**config.mk**
```make
export PLATFORM = sky130hd
export DESIGN_NAME = register_file_sb
export DESIGN_NICKNAME = d
export VERILOG_FILES = /design/src/rtl/register_file_sb.sv
export SDC_FILE = /design/constraint.sdc
export NUM_CORES = 2
export LEC_CHECK = 0
export CORE_ASPECT_RATIO = 0.75
export CORE_UTILIZATION = 50
export CTS_BUF_LIST = sky130_fd_sc_hd__clkbuf_4
export CTS_CLUSTER_DIAMETER = 60
export DETAILED_ROUTE_END_ITERATION = 12
export GPL_TIMING_DRIVEN = 0
export HOLD_SLACK_MARGIN = 0.1
export PLACE_DENSITY = 0.68
export RECOVER_POWER = 100
export REMOVE_ABC_BUFFERS = 1
export SYNTH_ARGS = -nofsm -noshare
export SYNTH_HDL_FRONTEND = slang
export SYNTH_SLANG_ARGS = --single-unit
```
**constraint.sdc**
```tcl
create_clock -name clk -period 4.5 [get_ports clk]
set_input_delay 1.125 -clock clk [delete_from_list [all_inputs] [get_ports clk]]
set_output_delay 1.125 -clock clk [all_outputs]
set_load 0.02 [all_outputs]
```
**src/rtl/register_file_sb.sv**
```systemverilog
// ---------------------------------------------------------------------------
// register_file_sb
//   Integer register file for the pipelined core, with a pending-write
//   scoreboard for hazard detection, a registered debug read port and an
//   LED tap on one register.
//
// Ports:
//   clk            system clock, rising edge
//   reset          asynchronous active-low reset
//   regWrite       write enable (writeback stage)
//   writeRegister  write address
//   writeData      write data
//   readRegister1  read port 1 address
//   readRegister2  read port 2 address
//   readData1      read port 1 data (combinational)
//   readData2      read port 2 data (combinational)
//   issueValid     decode issued an instruction that will write issueRegister
//   issueRegister  destination of the issued instruction
//   flush          pipeline flush, clears every pending bit
//   pending1       readRegister1 has an outstanding write
//   pending2       readRegister2 has an outstanding write
//   dbgRegister    debug read address
//   dbgData        debug read data (registered, one cycle)
//   leds           inverted low LED_WIDTH bits of register LED_REG
// ---------------------------------------------------------------------------
module register_file_sb #(
  parameter int DATA_WIDTH = 32,
  parameter int NUM_REGS   = 32,
  parameter int ADDR_WIDTH = 5,
  parameter int BYPASS     = 1,
  parameter int LED_REG    = 15,
  parameter int LED_WIDTH  = 8
) (
  input  logic                  clk,
  input  logic                  reset,
  input  logic                  regWrite,
  input  logic [ADDR_WIDTH-1:0] writeRegister,
  input  logic [DATA_WIDTH-1:0] writeData,
  input  logic [ADDR_WIDTH-1:0] readRegister1,
  input  logic [ADDR_WIDTH-1:0] readRegister2,
  output logic [DATA_WIDTH-1:0] readData1,
  output logic [DATA_WIDTH-1:0] readData2,
  input  logic                  issueValid,
  input  logic [ADDR_WIDTH-1:0] issueRegister,
  input  logic                  flush,
  output logic                  pending1,
  output logic                  pending2,
  input  logic [ADDR_WIDTH-1:0] dbgRegister,
  output logic [DATA_WIDTH-1:0] dbgData,
  output logic [LED_WIDTH-1:0]  leds
);

  // Every encodable address gets an entry in the views below; x0 and
  // addresses beyond NUM_REGS are tied to zero, so reads never need a
  // separate range check and never index past the real storage.
  localparam int DEPTH = 1 << ADDR_WIDTH;

  logic [DATA_WIDTH-1:0] reg_view  [DEPTH];
  logic                  pend_view [DEPTH];
  logic [DATA_WIDTH-1:0] dbg_data_reg;
  logic                  write_en;
  logic                  bypass1;
  logic                  bypass2;

  function automatic logic addr_valid(input logic [ADDR_WIDTH-1:0] a);
    return (a != '0) && (32'(a) < 32'(NUM_REGS));
  endfunction

  assign write_en = regWrite && addr_valid(writeRegister);

  genvar gi;
  generate
    for (gi = 0; gi < DEPTH; gi++) begin : g_reg
      if (gi != 0 && gi < NUM_REGS) begin : g_live
        localparam logic [ADDR_WIDTH-1:0] IDX = ADDR_WIDTH'(gi);
        logic [DATA_WIDTH-1:0] data_reg;
        logic                  pend_reg;

        always_ff @(posedge clk or negedge reset) begin
          if (!reset) begin
            data_reg <= '0;
            pend_reg <= 1'b0;
          end else begin
            if (write_en && writeRegister == IDX)
              data_reg <= writeData;
            // flush beats everything; a new issue beats a retiring write
            // because the newer writer is still outstanding.
            if (flush)
              pend_reg <= 1'b0;
            else if (issueValid && issueRegister == IDX)
              pend_reg <= 1'b1;
            else if (regWrite && writeRegister == IDX)
              pend_reg <= 1'b0;
          end
        end

        assign reg_view[gi]  = data_reg;
        assign pend_view[gi] = pend_reg;
      end else begin : g_zero
        assign reg_view[gi]  = '0;
        assign pend_view[gi] = 1'b0;
      end
    end
  endgenerate

  // write_en already implies a nonzero in-range address, so an address
  // match is enough to make the forward safe.
  assign bypass1 = (BYPASS != 0) && write_en && (writeRegister == readRegister1);
  assign bypass2 = (BYPASS != 0) && write_en && (writeRegister == readRegister2);

  assign readData1 = bypass1 ? writeData : reg_view[readRegister1];
  assign readData2 = bypass2 ? writeData : reg_view[readRegister2];

  // A forwarded read already has its value, so it is not a hazard.
  assign pending1 = bypass1 ? 1'b0 : pend_view[readRegister1];
  assign pending2 = bypass2 ? 1'b0 : pend_view[readRegister2];

  // Samples the stored (pre-edge) value: a write at edge N shows up
  // after edge N+1.
  always_ff @(posedge clk or negedge reset) begin
    if (!reset)
      dbg_data_reg <= '0;
    else
      dbg_data_reg <= reg_view[dbgRegister];
  end

  assign dbgData = dbg_data_reg;
  assign leds    = ~reg_view[LED_REG][LED_WIDTH-1:0];

endmodule
```
==> key figures <==
Run status
  • Status: finished with violations
  • Failing checks: max-capacitance violations, max-slew violations, negative setup slack

Floorplan
  • Core area: 126700 um^2
  • Num rows: 113
  • Die Y: 311.7 um
  • Die area: 129300 um^2
  • Die X: 414.9 um
  • Ports: 168
  • Initial Util: 50.47%

Critical path
  • Worst Setup Start Kind: primary input
  • CP Capture Type: register
  • Crit-path max FO: 94
  • Worst EP required: 5.69 ns
  • CP Class: in2reg
  • Worst EP arrival: 5.82 ns

Power
  • Sequential share of power: 44.0%
  • Leakage: 31.20 nW
  • Internal power: 20.33 mW
  • Sw Pwr: 9.326 mW
  • Design Power: 29.65 mW
  • Clock share of power: 28.5%
  • VDD IR max: 0.0003054 V
  • Pwr dens: 402.0 nW/um^2
  • Part of the power in combinational logic: 27.5%
  • Switching share of total power: 31.45%

Logic synthesis
  • Yosys warnings: 0
  • Largest family of logic cells by synthesized area: multiplexers
  • Fraction of the mapped netlist area in adder cells: 0%
  • Cell Area, Synth: 63940 um^2
  • Post-synthesis mux area share: 47.55%
  • Seq cells post-synth: 1055
  • Post-Syn Area per Cell: 14.61 um^2
  • Sequential share of the synthesized area: 41.29%
  • Compound-Gate Fraction of Synth Area: 4.927%
  • Synth Area in Simple Gates: 2.610%
  • Xor/xnor cell area share of the yosys netlist: 0.1370%
  • Post-synth EDFFs: 0
  • Yosys cell types: 49
  • Cells after Synth: 4375
  • Share of flip-flops with an asynchronous set or reset: 100.0%
  • Dominant synthesized flop cell: dfrtp_1

Global route
  • First-pass GRT wire length: 340000 um
  • Number of global-route vias before repair: 47220
  • Largest net degree at the start of global routing: 160
  • Grt ovf: 0
  • Tot GR Track Use: 36.46%
  • Initial antenna violation count: 6

Clocking
  • CTS Buf Count: 293
  • Clk pin slew, worst setup/hold paths: 0.07 ns
  • CTS tree: done
  • Clock root buffer: clkbuf_4
  • Worst skew pair latency: 1.31 ns
  • Max clock buf depth: 4
  • Clock sinks: 1055
  • Htree depth: 5

Routing
  • Remaining antenna violation count after routing: 0
  • Total Wirelength: 235900 um
  • Avg WL per Cell: 36.59 um
  • First-pass DRT Iterations: 6
  • Residual DRC count: 0
  • Initial detailed-routing violation count: 6267
  • Vias/cell: 7.310
  • Via count: 47130

Finish
  • Design area: 73750 um^2
  • Most frequent cells in the layout: mux2_2, dfrtp_1, mux4_2
  • Layout cells sized above 1: 55.18%
  • Max reg flops: 992
  • Nets@finish: 4657
  • Final non-filler cell total: 6447
  • Layout area overhead: 15.35%
  • Most common cell after layout, fill and taps aside: mux2_2

STA
  • Final worst setup slack: -0.1254 ns
  • Worst Tran Pin Value: 3.391 ns
  • Fin crit period: 4.625 ns
  • Worst hold slack: 0.4635 ns
  • Slew Limit Fails: 1042
  • RSZ-0062 raised after global routing: true
  • Slew HR: -126.6%
  • Final hold violations: 0
  • Peak Freq: 216.2 MHz
  • Setup TNS: -1.986 ns
  • Final Setup Violations: 43
  • Period utilization: 102.8%
  • Setup Skew: 0.06883 ns

Place
  • Placed instance area: 68310 um^2
  • Final HPWL DP: 123200 um
  • RD Place Congestion: 0.7981
  • DP Cell Count: 5826
  • PortBufs: 167

Flow run
  • Max_cap viols: 41

Min path
  • Hold crit path type: in2reg
==> kinds of logic (layout without fill, tap and decap cells) <==
| group | count (synthesis) | after routing |
|---|---|---|
| multiplexers | 1999 | 1999 |
| other | 0 | 10 |
| AO/OA/AOI/OAI | 444 | 444 |
| buffers and inverters | 518 | 907 |
| flip-flops | 1055 | 1055 |
| XOR/XNOR | 10 | 10 |
| AND/OR/NAND/NOR | 349 | 355 |
==> path summary, 6_finish.rpt <==
path | startpoint | endpoint | slack, ns | cells past startpoint
worst min register to register | g_reg[14].g_live.data_reg[4] | g_reg[14].g_live.data_reg[4] | 0.53 | 1
min in group asynchronous | reset | g_reg[14].g_live.pend_reg | 0.49 | 2
worst max-delay path | dbgRegister[1] | dbgData[15] | -0.13 | 8
worst max register to register | g_reg[27].g_live.data_reg[18] | dbgData[18] | 2.54 | 3
worst min-delay path | dbgRegister[4] | dbgData[16] | 0.46 | 2
max in group asynchronous | reset | g_reg[9].g_live.data_reg[27] | 0.55 | 5
==> power by group through the flow <==
| stage | Clock, mW | Combinational, mW | Sequential [mW] |
|---|---|---|---|
| 5_1_grt | 9.09 | 8.55 | 13.3 |
| 3_3_place_gp | 0 | 8.41 | 13.1 |
| 4_1_cts | 8.53 | 8.11 | 13.0 |
| 6_report | 8.44 | 8.17 | 13.0 |
| 3_5_place_dp | 0 | 7.66 | 13.1 |
| 2_1_floorplan | 0 | 5.18 | 12.7 |
==> layout make-up <==
type | count | area (um^2)
fill | 9864 | 52930
tap | 1667 | 2086
timing repair inverter | 1 | 8.758
multi-input combinational | 2808 | 36040
clock inverter | 75 | 354.1
antenna | 10 | 25.02
sequential | 1055 | 26400
inverter | 9 | 50.05
timing repair buffer | 427 | 5827
clock buffer | 395 | 2965
==> synthesized netlist by cell type, drive strengths merged (5+ instances only) <==
| master | instances | area share, % |
|---|---|---|
| a2111oi | 9 | 0.12 |
| a211oi | 10 | 0.12 |
| a21oi | 61 | 0.48 |
| a221oi | 96 | 1.3 |
| a22o | 33 | 0.45 |
| a22oi | 12 | 0.14 |
| a31oi | 18 | 0.18 |
| buf | 245 | 1.9 |
| clkbuf | 264 | 1.6 |
| dfrtp | 1055 | 41 |
| inv | 9 | 0.053 |
| mux2 | 1145 | 20 |
| mux2i | 138 | 2.2 |
| mux4 | 716 | 25 |
| nand2 | 126 | 0.74 |
| nand2b | 13 | 0.13 |
| nand3 | 22 | 0.17 |
| nor2 | 73 | 0.43 |
| nor2b | 32 | 0.31 |
| nor3 | 16 | 0.13 |
| nor3b | 22 | 0.26 |
| o211a | 10 | 0.16 |
| o211ai | 9 | 0.11 |
| o21ai | 56 | 0.44 |
| o22ai | 94 | 0.92 |
| o31ai | 9 | 0.11 |
| o32ai | 23 | 0.32 |
| or2 | 5 | 0.049 |
| or3 | 32 | 0.31 |
| xnor2 | 8 | 0.11 |
==> per-layer routing <==
metal  global-route usage, %  part of all wire, %  wire length (um)
met1                   49.99                   38             89760
met2                   51.13                   43            100400
met3                   13.66                   14             33290
met4                   17.38                  5.2             12220
met5                  0.5895                0.083               196
==> stage by stage <==
stage / util (%) / setup WS (ns)
finish: 58.22 / -0.1254
global route: 58.21 / -0.07462
CTS: 58.88 / -0.07647
detailed placement: 53.93 / -2.238
global placement: 51.70 / -45.69
floorplan: - / -3.225
==> critical path, cell delays in order <==
cell	delay, ns
buf_4	1.06
buf_16	0.48
buf_16	0.44
nor2b_1	1.49
buf_12	0.30
a22o_1	0.19
mux4_2	0.29
mux2_2	0.18
==> timing repair <==
action	in CTS	in global routing
hold endpoints to repair	139	0
buffers inserted	81	5
gates cloned	50	6
resized for setup	411	71
pin swaps	38	31
hold buffers	1	0
endpoints found under the setup margin	66	60
Note: power is estimated with default switching activity, not from simulation.
